**src/rtl/pill_led_alarm.sv**
```systemverilog
// Per-channel pill reminder: a WAIT/ALERT/MISSED/TAKEN FSM with a blinking LED
// per channel, plus a shared alarm flag and a saturating missed-dose counter.

module pill_led_alarm_ch #(
    parameter int DUR_W         = 4,
    parameter int BLINK_DIV     = 25000000,
    parameter int ALERT_TOGGLES = 20
) (
    input  logic             clk,
    input  logic             rst_n,
    input  logic [DUR_W-1:0] dur,
    input  logic             ack,
    output logic             led,
    output logic             alarm_nxt,
    output logic             miss_enter
);
    localparam int BW = (BLINK_DIV > 1) ? $clog2(BLINK_DIV) : 1;
    localparam int TW = $clog2(ALERT_TOGGLES + 1);
    localparam logic [BW-1:0] BLINK_LAST = BW'(BLINK_DIV - 1);
    localparam logic [TW-1:0] TOG_LAST   = TW'(ALERT_TOGGLES - 1);

    typedef enum logic [1:0] {S_WAIT, S_ALERT, S_MISSED, S_TAKEN} state_e;

    state_e        state_q, state_d;
    logic          led_q, led_d;
    logic [BW-1:0] blink_q, blink_d;
    logic [TW-1:0] tog_q, tog_d;
    logic          due;

    assign due = (dur == '0);

    always_comb begin
        state_d    = state_q;
        led_d      = led_q;
        blink_d    = blink_q;
        tog_d      = tog_q;
        miss_enter = 1'b0;
        case (state_q)
            S_WAIT: begin
                led_d = 1'b0;
                if (due) begin
                    state_d = S_ALERT;
                    led_d   = 1'b1;
                    blink_d = '0;
                    tog_d   = '0;
                end
            end
            S_ALERT: begin
                if (!due) begin
                    state_d = S_WAIT;
                    led_d   = 1'b0;
                end else if (ack) begin
                    state_d = S_TAKEN;
                    led_d   = 1'b0;
                end else if (blink_q == BLINK_LAST) begin
                    blink_d = '0;
                    // The final wrap ends the alert instead of toggling.
                    if (tog_q == TOG_LAST) begin
                        state_d    = S_MISSED;
                        led_d      = 1'b1;
                        miss_enter = 1'b1;
                    end else begin
                        led_d = ~led_q;
                        tog_d = tog_q + 1'b1;
                    end
                end else begin
                    blink_d = blink_q + 1'b1;
                end
            end
            S_MISSED: begin
                led_d = 1'b1;
                if (!due) begin
                    state_d = S_WAIT;
                    led_d   = 1'b0;
                end else if (ack) begin
                    state_d = S_TAKEN;
                    led_d   = 1'b0;
                end
            end
            S_TAKEN: begin
                led_d = 1'b0;
                if (!due) state_d = S_WAIT;
            end
            default: begin
                state_d = S_WAIT;
                led_d   = 1'b0;
            end
        endcase
    end

    always_ff @(posedge clk) begin
        if (!rst_n) begin
            state_q <= S_WAIT;
            led_q   <= 1'b0;
            blink_q <= '0;
            tog_q   <= '0;
        end else begin
            state_q <= state_d;
            led_q   <= led_d;
            blink_q <= blink_d;
            tog_q   <= tog_d;
        end
    end

    assign led       = led_q;
    assign alarm_nxt = (state_d == S_ALERT) || (state_d == S_MISSED);
endmodule

module pill_led_alarm #(
    parameter int NUM_PILLS     = 3,
    parameter int DUR_W         = 4,
    parameter int BLINK_DIV     = 25000000,
    parameter int ALERT_TOGGLES = 20
) (
    input  logic                       clk,
    input  logic                       rst_n,
    input  logic [NUM_PILLS*DUR_W-1:0] pill_durations,
    input  logic [NUM_PILLS-1:0]       ack,
    output logic [NUM_PILLS-1:0]       pill_leds,
    output logic                       alarm,
    output logic [7:0]                 missed_total
);
    logic [NUM_PILLS-1:0] alarm_nxt;
    logic [NUM_PILLS-1:0] miss_enter;
    logic                 alarm_q, alarm_d;
    logic [7:0]           missed_q, missed_d;
    logic [3:0]           miss_cnt;
    logic [8:0]           miss_sum;

    for (genvar g = 0; g < NUM_PILLS; g++) begin : g_ch
        pill_led_alarm_ch #(
            .DUR_W        (DUR_W),
            .BLINK_DIV    (BLINK_DIV),
            .ALERT_TOGGLES(ALERT_TOGGLES)
        ) u_ch (
            .clk       (clk),
            .rst_n     (rst_n),
            .dur       (pill_durations[g*DUR_W +: DUR_W]),
            .ack       (ack[g]),
            .led       (pill_leds[g]),
            .alarm_nxt (alarm_nxt[g]),
            .miss_enter(miss_enter[g])
        );
    end

    always_comb begin
        miss_cnt = '0;
        for (int i = 0; i < NUM_PILLS; i++) miss_cnt = miss_cnt + {3'b0, miss_enter[i]};
        miss_sum = {1'b0, missed_q} + {5'b0, miss_cnt};
        missed_d = miss_sum[8] ? 8'hFF : miss_sum[7:0];
        alarm_d  = |alarm_nxt;
    end

    always_ff @(posedge clk) begin
        if (!rst_n) begin
            alarm_q  <= 1'b0;
            missed_q <= '0;
        end else begin
            alarm_q  <= alarm_d;
            missed_q <= missed_d;
        end
    end

    assign alarm        = alarm_q;
    assign missed_total = missed_q;
endmodule

```
**config.mk**
```make
export PLATFORM = sky130hd
export DESIGN_NAME = pill_led_alarm
export DESIGN_NICKNAME = d
export VERILOG_FILES = /design/src/rtl/pill_led_alarm.sv
export SDC_FILE = /design/constraint.sdc
export NUM_CORES = 1
export LEC_CHECK = 0
export ABC_AREA = 1
export CORE_MARGIN = 8
export CORE_UTILIZATION = 55
export DETAILED_ROUTE_END_ITERATION = 16
export GPL_TIMING_DRIVEN = 0
export PLACE_DENSITY = 0.72
export SETUP_SLACK_MARGIN = 0.5
export SLEW_MARGIN = 20
export SYNTH_ARGS = -nofsm -noshare
export SYNTH_HDL_FRONTEND = slang
export SYNTH_SLANG_ARGS = --single-unit
```
**constraint.sdc**
```tcl
create_clock -name clk -period 5.55 [get_ports clk]
set_input_delay 0.555 -clock clk [delete_from_list [all_inputs] [get_ports clk]]
set_output_delay 0.555 -clock clk [all_outputs]
set_load 0.02 [all_outputs]
```
## Word-level counts from Yosys, hierarchy flattened

Index checks and enable logic that the tools add are counted.

| operators by class | value |
|---|---|
| add/sub/neg operators | 9 |
| multiply operators | 0 |
| div/mod/pow operators | 0 |
| order comparisons | 0 |
| equality and inequality tests | 39 |
| shifts and indexed selects | 0 |
| multiplexer cells | 100 |
| bitwise gates (word level) | 3 |
| reductions and logical operators | 19 |

Operator list:

| kind | number |
|---|---|
| $mux 25 | 12 |
| $pmux 25 s2 | 3 |
| $add 25x1->25 const B | 3 |
| $eq 25x25->1 const B | 3 |
| $mux 5 | 15 |
| $mux 2 | 24 |
| $mux 1 | 36 |
| $pmux 5 s2 | 3 |
| $pmux 2 s4 | 3 |
| $eq 2x2->1 const B | 9 |
| $ne 2x1->1 const B | 9 |
| $reduce_and 6->1 | 3 |
| $add 5x1->5 const B | 3 |
| $eq 5x5->1 const B | 3 |
| $eq 2x1->1 const B | 6 |
| $logic_not 4->1 | 3 |
| $ne 2x2->1 const B | 6 |
| $ne 4x4->1 const B | 3 |
| $pmux 1 s4 | 3 |
| $reduce_and 4->1 | 3 |
| $add 8x3->9 | 1 |
| $mux 8 | 1 |
| $logic_not 2->1 | 3 |
| $reduce_bool 2->1 | 3 |
| other kinds (5) | 9 |

| word-level totals | value |
|---|---|
| flip-flop bits (word level) | 108 |
| bits in latches | 0 |
| bits in writable memories | 0 |
| ROM bits | 0 |
| logic and storage cells | 184 |
| memories | 0 |

## Logic depth before layout (Yosys ltp)

Gate-level depths: netlist of run 1.

| depth | value |
|---|---|
| depth after elaboration | 10 |
| depth in mapped cells | 17 |
| depth with buffers taken out | 17 |

## Cells and area by module

Synthesis of run 1 repeated with hierarchy kept, for this count alone.

| second synthesis, totals | value |
|---|---|
| cells, all modules | 1036 |
| area, all modules | 6817.8 sq um |

Modules (own cells, without submodules):

| module | times used | cells each | area an instance (sq um) |
|---|---|---|---|
| pill_led_alarm_ch (g_ch[1].u_ch) | 1 | 329 | 2128.3 |
| pill_led_alarm_ch (g_ch[0].u_ch) | 1 | 324 | 2127.0 |
| pill_led_alarm_ch (g_ch[2].u_ch) | 1 | 317 | 2068.2 |
| pill_led_alarm | 1 | 66 | 494.2 |

## Worst setup path before layout of run 1

No wires, ideal clock.

| path | value |
|---|---|
| kind | register -> register |
| start point | register g_ch[0].u_ch.tog_q[0] |
| end point | register missed_q[2] (netlist: missed_total[2]) |
| data arrival time | 2863 ps |
| required time | 5480 ps |
| path slack | 2617 ps |
| stages on the path, launching flop included | 15 |
| buffers on the path | 0 |
| period minus slack after synthesis | 2933 ps |
| path through | dfxtp_1 -> ha_1 -> nand2_1 -> nor3_1 -> nand3_1 -> fa_1 -> inv_1 -> ha_1 -> fa_1 -> nand3_1 -> nor3_1 -> inv_1 -> nor3_1 -> inv_1 -> a21oi_1 |

| on the way | value |
|---|---|
| cells in the longest elaborated chain, start to end | 10 |

Ends and longest elaborated chain:

| element | line | RTL |
|---|---|---|
| start, declared | 27 | `logic [TW-1:0] tog_q, tog_d;` |
| start signal, assigned | 101 | `tog_q <= tog_d;` |
| $eq 5x5->1 | 58 | `if (tog_q == TOG_LAST) begin` |
| $mux 1 | 58 |  |
| $mux 1 | 55 | `end else if (blink_q == BLINK_LAST) begin` |
| $mux 1 | 52 | `end else if (ack) begin` |
| $mux 1 | 49 | `if (!due) begin` |
| $mux 1 | 38 | `case (state_q)` |
| $add 1x1->2 | 148 | `for (int i = 0; i < NUM_PILLS; i++) miss_cnt = miss_cnt + {3'b0, miss_enter[i]};` |
| $add 2x1->3 | 148 |  |
| $add 8x3->9 | 149 | `miss_sum = {1'b0, missed_q} + {5'b0, miss_cnt};` |
| $mux 8 | 150 | `missed_d = miss_sum[8] ? 8'hFF : miss_sum[7:0];` |
| end signal, assigned | 160 | `missed_q <= missed_d;` |
| end, declared | 126 | `logic [7:0] missed_q, missed_d;` |

Every way passes these cells.
A chain may end at the register's enable or synchronous reset.

## Worst setup path in the final report of run 1

| path | value |
|---|---|
| start point | register g_ch[2].u_ch.blink_q[0] |
| end point | register missed_q[2] (netlist: missed_total[2]) |

| on the way | value |
|---|---|
| cells in the longest elaborated chain, start to end | 8 |

Ends and longest elaborated chain:

| element | line | RTL |
|---|---|---|
| start, declared | 26 | `logic [BW-1:0] blink_q, blink_d;` |
| start signal, assigned | 100 | `blink_q <= blink_d;` |
| $eq 25x25->1 | 55 |  |
| $mux 1 | 55 |  |
| $mux 1 | 52 |  |
| $mux 1 | 49 |  |
| $mux 1 | 38 |  |
| $add 2x1->3 | 148 |  |
| $add 8x3->9 | 149 |  |
| $mux 8 | 150 |  |

Every way passes these cells.

==> results of run 1 <==
-- worst min-delay path: stages, from the launching register on --
cell      delay (ps)
dfxtp_1          320
inv_1             50
a211oi_1          60
-- flip-flops by register name (all words and copies together) (netlist names) --
register / cells
g_ch.u_ch.blink_q: 75
g_ch.u_ch.state_q: 6
g_ch.u_ch.led: 3
g_ch.u_ch.tog_q: 15
missed_total: 8
alarm: 1
-- power by group --
part | total [µW] | leakage (µW) | internal [µW] | switching (µW)
Sequential | 787 | 0.000871 | 781 | 6.40
Clock | 642 | 0.000131 | 349 | 293
Combinational | 115 | 0.00184 | 42.4 | 72.9
Total | 1540 | 0.00284 | 1170 | 372
-- cells by family (layout without fill, tap and decap cells) --
| group | count (synthesis) | in the layout | share of synthesized area, % |
|---|---|---|---|
| simple gates | 533 | 533 | 36.4 |
| buf+inv | 155 | 198 | 9.65 |
| compound gates | 149 | 149 | 13.1 |
| flops | 108 | 108 | 32.8 |
| fa+ha+maj | 25 | 25 | 4.97 |
| xor+xnor | 23 | 23 | 3.05 |
-- synthesized netlist by cell type, types with 8 or more instances --
library cell and instances:
nand2_2 9, nand2_1 204, nor3_1 46, nor3b_1 8
nand3_1 65, xor2_1 20, clkbuf_1 8, o21ai_0 43
inv_1 125, dfxtp_1 108, nor2_2 9, nor2_1 137
nand4_1 36, ha_1 23, a211oi_1 8, a21oi_1 70
-- through the flow --
step                      setup slack, ps  total power [µW]  utilization, %  hold WS (ps)  cells
final                                1940              1540            62.0           481   1183
after detailed placement             1640               920            59.5           473   1168
after CTS                            1940              1560            62.0           483   1183
after global routing                 1540              1600            62.0           503   1183
after floorplan                      2620               879               -           444    993
after global placement               1650               919            59.5           459   1168
-- cell type report --
type	instances	area, µm²
Inverter	134	514
Multi-Input combinational cell	730	3800
Sequential cell	108	2160
Fill cell	1151	4510
Tap cell	147	184
Timing Repair Buffer	28	280
Clock inverter	5	61.3
Buffer	21	123
Clock buffer	10	229
-- final timing paths --
kind                                             start                                   end  slack (ps)  cells past startpoint
setup / recovery  g_ch[2].u_ch.blink_q[0]$_SDFFE_PN0P_            missed_total[2]$_SDFF_PN0_        1940                     16
hold / removal    g_ch[1].u_ch.blink_q[5]$_SDFFE_PN0P_  g_ch[1].u_ch.blink_q[5]$_SDFFE_PN0P_         480                      2
setup reg to reg  g_ch[2].u_ch.blink_q[0]$_SDFFE_PN0P_            missed_total[2]$_SDFF_PN0_        1940                     16
hold reg to reg   g_ch[1].u_ch.blink_q[5]$_SDFFE_PN0P_  g_ch[1].u_ch.blink_q[5]$_SDFFE_PN0P_         480                      2
-- routing by layer --
metal | track usage, % | routed length (µm)
met1 | 24.2 | 7230
met2 | 33.7 | 7200
met3 | 4.76 | 819
met4 | 6.59 | 257
met5 | 0 | 0
-- placed cells by master, fill, tap and decap left out, types with 3 or more instances in the layout --
| cell | Yosys | routed |
|---|---|---|
| nand2_2 | 9 | 9 |
| a211oi_1 | 8 | 8 |
| nor2_2 | 9 | 9 |
| buf_4 | 7 | 7 |
| nor2_1 | 137 | 137 |
| nor4_1 | 3 | 3 |
| nand2_1 | 204 | 204 |
| nand3_1 | 65 | 65 |
| o21ai_1 | 3 | 3 |
| nor2_4 | 3 | 3 |
| clkbuf_16 | 0 | 9 |
| nor3_2 | 4 | 4 |
| inv_2 | 6 | 6 |
| a21oi_1 | 70 | 70 |
| nand4_1 | 36 | 36 |
| clkdlybuf4s50_1 | 0 | 28 |
| nor3_1 | 46 | 46 |
| a31oi_1 | 7 | 7 |
| xnor2_1 | 3 | 3 |
| o21ai_0 | 43 | 43 |
| clkbuf_1 | 8 | 9 |
| o211ai_1 | 4 | 4 |
| dfxtp_1 | 108 | 108 |
| ha_1 | 23 | 23 |
| o31ai_1 | 3 | 3 |
| inv_1 | 125 | 125 |
| xor2_1 | 20 | 20 |
| clkinvlp_4 | 0 | 3 |
| nor3b_1 | 8 | 8 |
==> impl_metrics.yaml, run 1 <==
worst_setup_path:
  cp_cell_sequence: "ha_1 > nand2_1 > nor2_1 > nand2_1 > nor2_4 > nand4_1 > fa_1 > inv_1 > ha_1 > fa_1 > nand3_1 > nor3_1 > inv_1 > nor3_1 > inv_1 > a21oi_1"
  critPathMaxFanout: 6
  worst-endpoint-required_ps: 5840
  critPathKind: "reg2reg"
  cp_top_family: "simple AND/OR/NAND/NOR gates"
  cp_slowest_cell: "nor3_1"
  startpoint_type: "flip-flop"
  slowest_delay_ps: 510
  worst_setup_path_end_kind: "flip-flop"
  path_buf_inv: 3
  crit_top_cell: "inv_1"
  cp.arrival_ps: 3900
synth:
  async_flop_share_pct: 0
  syn_inst: 993
  yosys.area.top_type: "dfxtp_1"
  synth_area_leaders: "dfxtp_1 33%, nand2_1 12%, nor2_1 7.8%"
  yosys_most_used_dff: "dfxtp_1"
  synth_top_area_share_pct: 32.8
  synth_edf_count: 0
  yosysWarnings: 0
  ys_seq_elements: 108
  syn-num-nets: 1035
  synth_cell_type_count: 48
  yosysSeqAreaShare_pct: 32.8
  syn-cell-area_mm2: 0.00660
  avgSynthCellArea_um2: 6.64
sta:
  drv_slew: 0
  max_freq_mhz: 277
  max_slew_margin_pct: 55.4
  fin_skew_ps: 9.71
  setup_violations: 0
  fin_setup_tns_ps: 0
  fin_crit_ps: 3610
  hold_viol_final: 0
  rsz0062_at_grt: "no"
  finalCritPeriodShare_pct: 65.0
  tightestPinTransition_ps: 669
flow_run:
  maxCapViolations: 0
die:
  die_w_um: 126
  initial_core_util_pct: 55.6
  core-area_mm2: 0.0119
  die_y_um: 126
  die_area_mm2: 0.0158
  ios: 29
  num_rows: 40
grt:
  grt_max_degree: 18
  globalRoute.totalOverflow: 0
  antenna_found_initial: 0
  grt_pass1_vias: 5852
  grt_usage_pct: 19.9
  grt_pass1_wl_um: 26400
power:
  ir_drop_uv: 193
  power_density_mw_per_mm2: 210
  p_leak_uw: 0.00284
finish:
  post-route-cell-area_mm2: 0.00735
  antennaDiodeCount: 0
  final_nets: 1074
  drive_gt1_share_pct: 6.66
  area_growth_pct: 11.4
route:
  drcViolationCount: 0
  dr_total_vias: 6372
  viasPerCell: 5.39
  drt_iter0_drc: 433
  ant_nets: 0
  wire_per_inst_um: 13.1
  drtPass1Iterations: 5
  wl_um: 15500
place:
  port-buffer-count: 28
  place_area_mm2: 0.00706
  gp_congestion: 0.949
  dp_hpwl_um: 11700
clocking:
  root_buffer: "clkbuf_16"
  numClockSinks: 108
  htree_levels: 3
  cts_tree: "done"
  cts-resized-gates: 0
  clock_path_buffers: 2
  numCtsBuffers: 9
  ctsHoldBuffers: 0
  clk_pin_slew_worst_paths_ps: 70
  clk_latency_ps: 360
  cts_setup_buffers: 0
outcome:
  outcome: "completed"
hold_path:
  hp-class: "reg2reg"
No activity file was read; power rests on OpenSTA's default activity.
==> run 2: changes to the inputs <==
==> constraint.sdc (replaced) <==
create_clock -name clk -period 3.6 [get_ports clk]
set_input_delay 0.36 -clock clk [delete_from_list [all_inputs] [get_ports clk]]
set_output_delay 0.36 -clock clk [all_outputs]
set_load 0.02 [all_outputs]
==> impl_metrics.yaml, run 2 (synthesized netlist as in run 1, its figures left out) <==
grt:
  grt_pass1_vias: 6023
  grt_usage_pct: 20.5
  globalRoute.totalOverflow: 0
  antenna_found_initial: 0
  grt_max_degree: 18
  grt_pass1_wl_um: 27100
sta:
  fin_skew_ps: 9.43
  finalCritPeriodShare_pct: 82.1
  max_slew_margin_pct: 53.6
  fin_setup_tns_ps: 0
  max_freq_mhz: 338
  fin_crit_ps: 2960
  setup_violations: 0
  hold_viol_final: 0
  rsz0062_at_grt: "no"
  drv_slew: 0
  tightestPinTransition_ps: 696
clocking:
  clk_pin_slew_worst_paths_ps: 70
  clk_latency_ps: 360
  numClockSinks: 108
  htree_levels: 3
  root_buffer: "clkbuf_16"
  clock_path_buffers: 2
  ctsHoldBuffers: 0
  cts_tree: "done"
  numCtsBuffers: 9
finish:
  num-fill-cells: 1101
  antennaDiodeCount: 0
  largest-register: "g_ch.u_ch.blink_q"
  final_common_cell: "nand2_1"
  area_growth_pct: 16.1
  layout_common_cells: "201 x nand2_1, 130 x nor2_1, 120 x inv_1"
  post-route-cell-area_mm2: 0.00766
  largest_reg_flops: 75
  drive_gt1_share_pct: 12.0
  final_nets: 1092
  final_cells: 1201
worst_setup_path:
  startpoint_type: "flip-flop"
  worst-endpoint-required_ps: 3900
  critPathMaxFanout: 6
  critPathKind: "reg2reg"
  cp.arrival_ps: 3250
  worst_setup_path_end_kind: "flip-flop"
route:
  drcViolationCount: 0
  drtPass1Iterations: 5
  ant_nets: 0
  drt_iter0_drc: 477
  wire_per_inst_um: 13.4
  dr_total_vias: 6493
  viasPerCell: 5.41
  wl_um: 16100
die:
  core-area_mm2: 0.0119
  initial_core_util_pct: 55.6
  die_w_um: 126
  die_y_um: 126
  num_rows: 40
  die_area_mm2: 0.0158
  ios: 29
place:
  port-buffer-count: 28
  place_area_mm2: 0.00706
  gp_congestion: 0.949
  dp.cells: 1168
  dp_hpwl_um: 11700
outcome:
  outcome: "completed"
power:
  ir_drop_uv: 265
  p_leak_uw: 0.00301
  power_density_mw_per_mm2: 313
hold_path:
  hp-class: "reg2reg"
flow_run:
  maxCapViolations: 0
run 2: cell count changes in the layout (fill, tap and decap cells not counted), moves of 5 or more:
cell and delta:
buf_4 +17, dfxtp_1 -11, dfxtp_2 +10, inv_1 -5, nor2_1 -7, nor3_1 -5
run 2: cell type report:
type / count / area (µm²) / area share (%)
Clock inverter: 5 / 61.3 / 0.801
Timing Repair Buffer: 46 / 415 / 5.42
Multi-Input combinational cell: 730 / 3940 / 51.4
Clock buffer: 10 / 229 / 2.99
Inverter: 134 / 520 / 6.80
Sequential cell: 108 / 2180 / 28.4
Tap cell: 147 / 184 / 2.40
Buffer: 21 / 130 / 1.70
run 2: where the power goes:
group	switching, µW	leakage (µW)	internal (µW)
Sequential	10.1	0.000876	1200
Clock	456	0.000131	538
Combinational	116	0.00200	69.9
run 2: critical path, stage by stage (launching register included):
cell	delay, ps
dfxtp_2	360
ha_4	150
nand2_4	60
nor2_4	130
nand2_2	100
nor2_4	130
nand4_1	200
fa_1	470
inv_1	80
ha_2	190
fa_2	230
nand3_4	90
nor3_4	160
inv_2	60
nor3_4	230
buf_4	160
nor2_1	30
nor2_1	70
run 2: routing by layer:
metal  GRT usage, %  up-vias  wire length (µm)
li1               -     3373                 -
met1           24.7     2915              7370
met2           35.3      182              7690
met3           4.55       23               821
met4           6.52        0               241
met5              0        -                 0
run 2: final timing paths:
check                                  startpoint                                   end  slack [ps]  depth (start not counted)
min reg2reg  g_ch[1].u_ch.blink_q[5]$_SDFFE_PN0P_  g_ch[1].u_ch.blink_q[5]$_SDFFE_PN0P_         480                          2
max reg2reg  g_ch[2].u_ch.blink_q[1]$_SDFFE_PN0P_            missed_total[1]$_SDFF_PN0_         640                         17
max          g_ch[2].u_ch.blink_q[1]$_SDFFE_PN0P_            missed_total[1]$_SDFF_PN0_         640                         17
min          g_ch[1].u_ch.blink_q[5]$_SDFFE_PN0P_  g_ch[1].u_ch.blink_q[5]$_SDFFE_PN0P_         480                          2
run 2: through the flow:
step / power (µW) / worst slack (ps) / utilization, % / hold slack, ps
floorplan: 1350 / 667 / - / 444
global placement: 1420 / -104 / 59.5 / 459
detailed placement: 1420 / -118 / 59.5 / 473
CTS: 2410 / 502 / 63.5 / 483
global route: 2470 / 486 / 64.6 / 503
finish: 2390 / 644 / 64.6 / 482
run 2: timing repair:
action                                 CTS  global route
resized for setup                       24            30
pin swaps                               13            10
gates cloned                             0             0
endpoints found under the hold margin    0             0
buffers inserted                        12             6
setup endpoints to repair                8             8
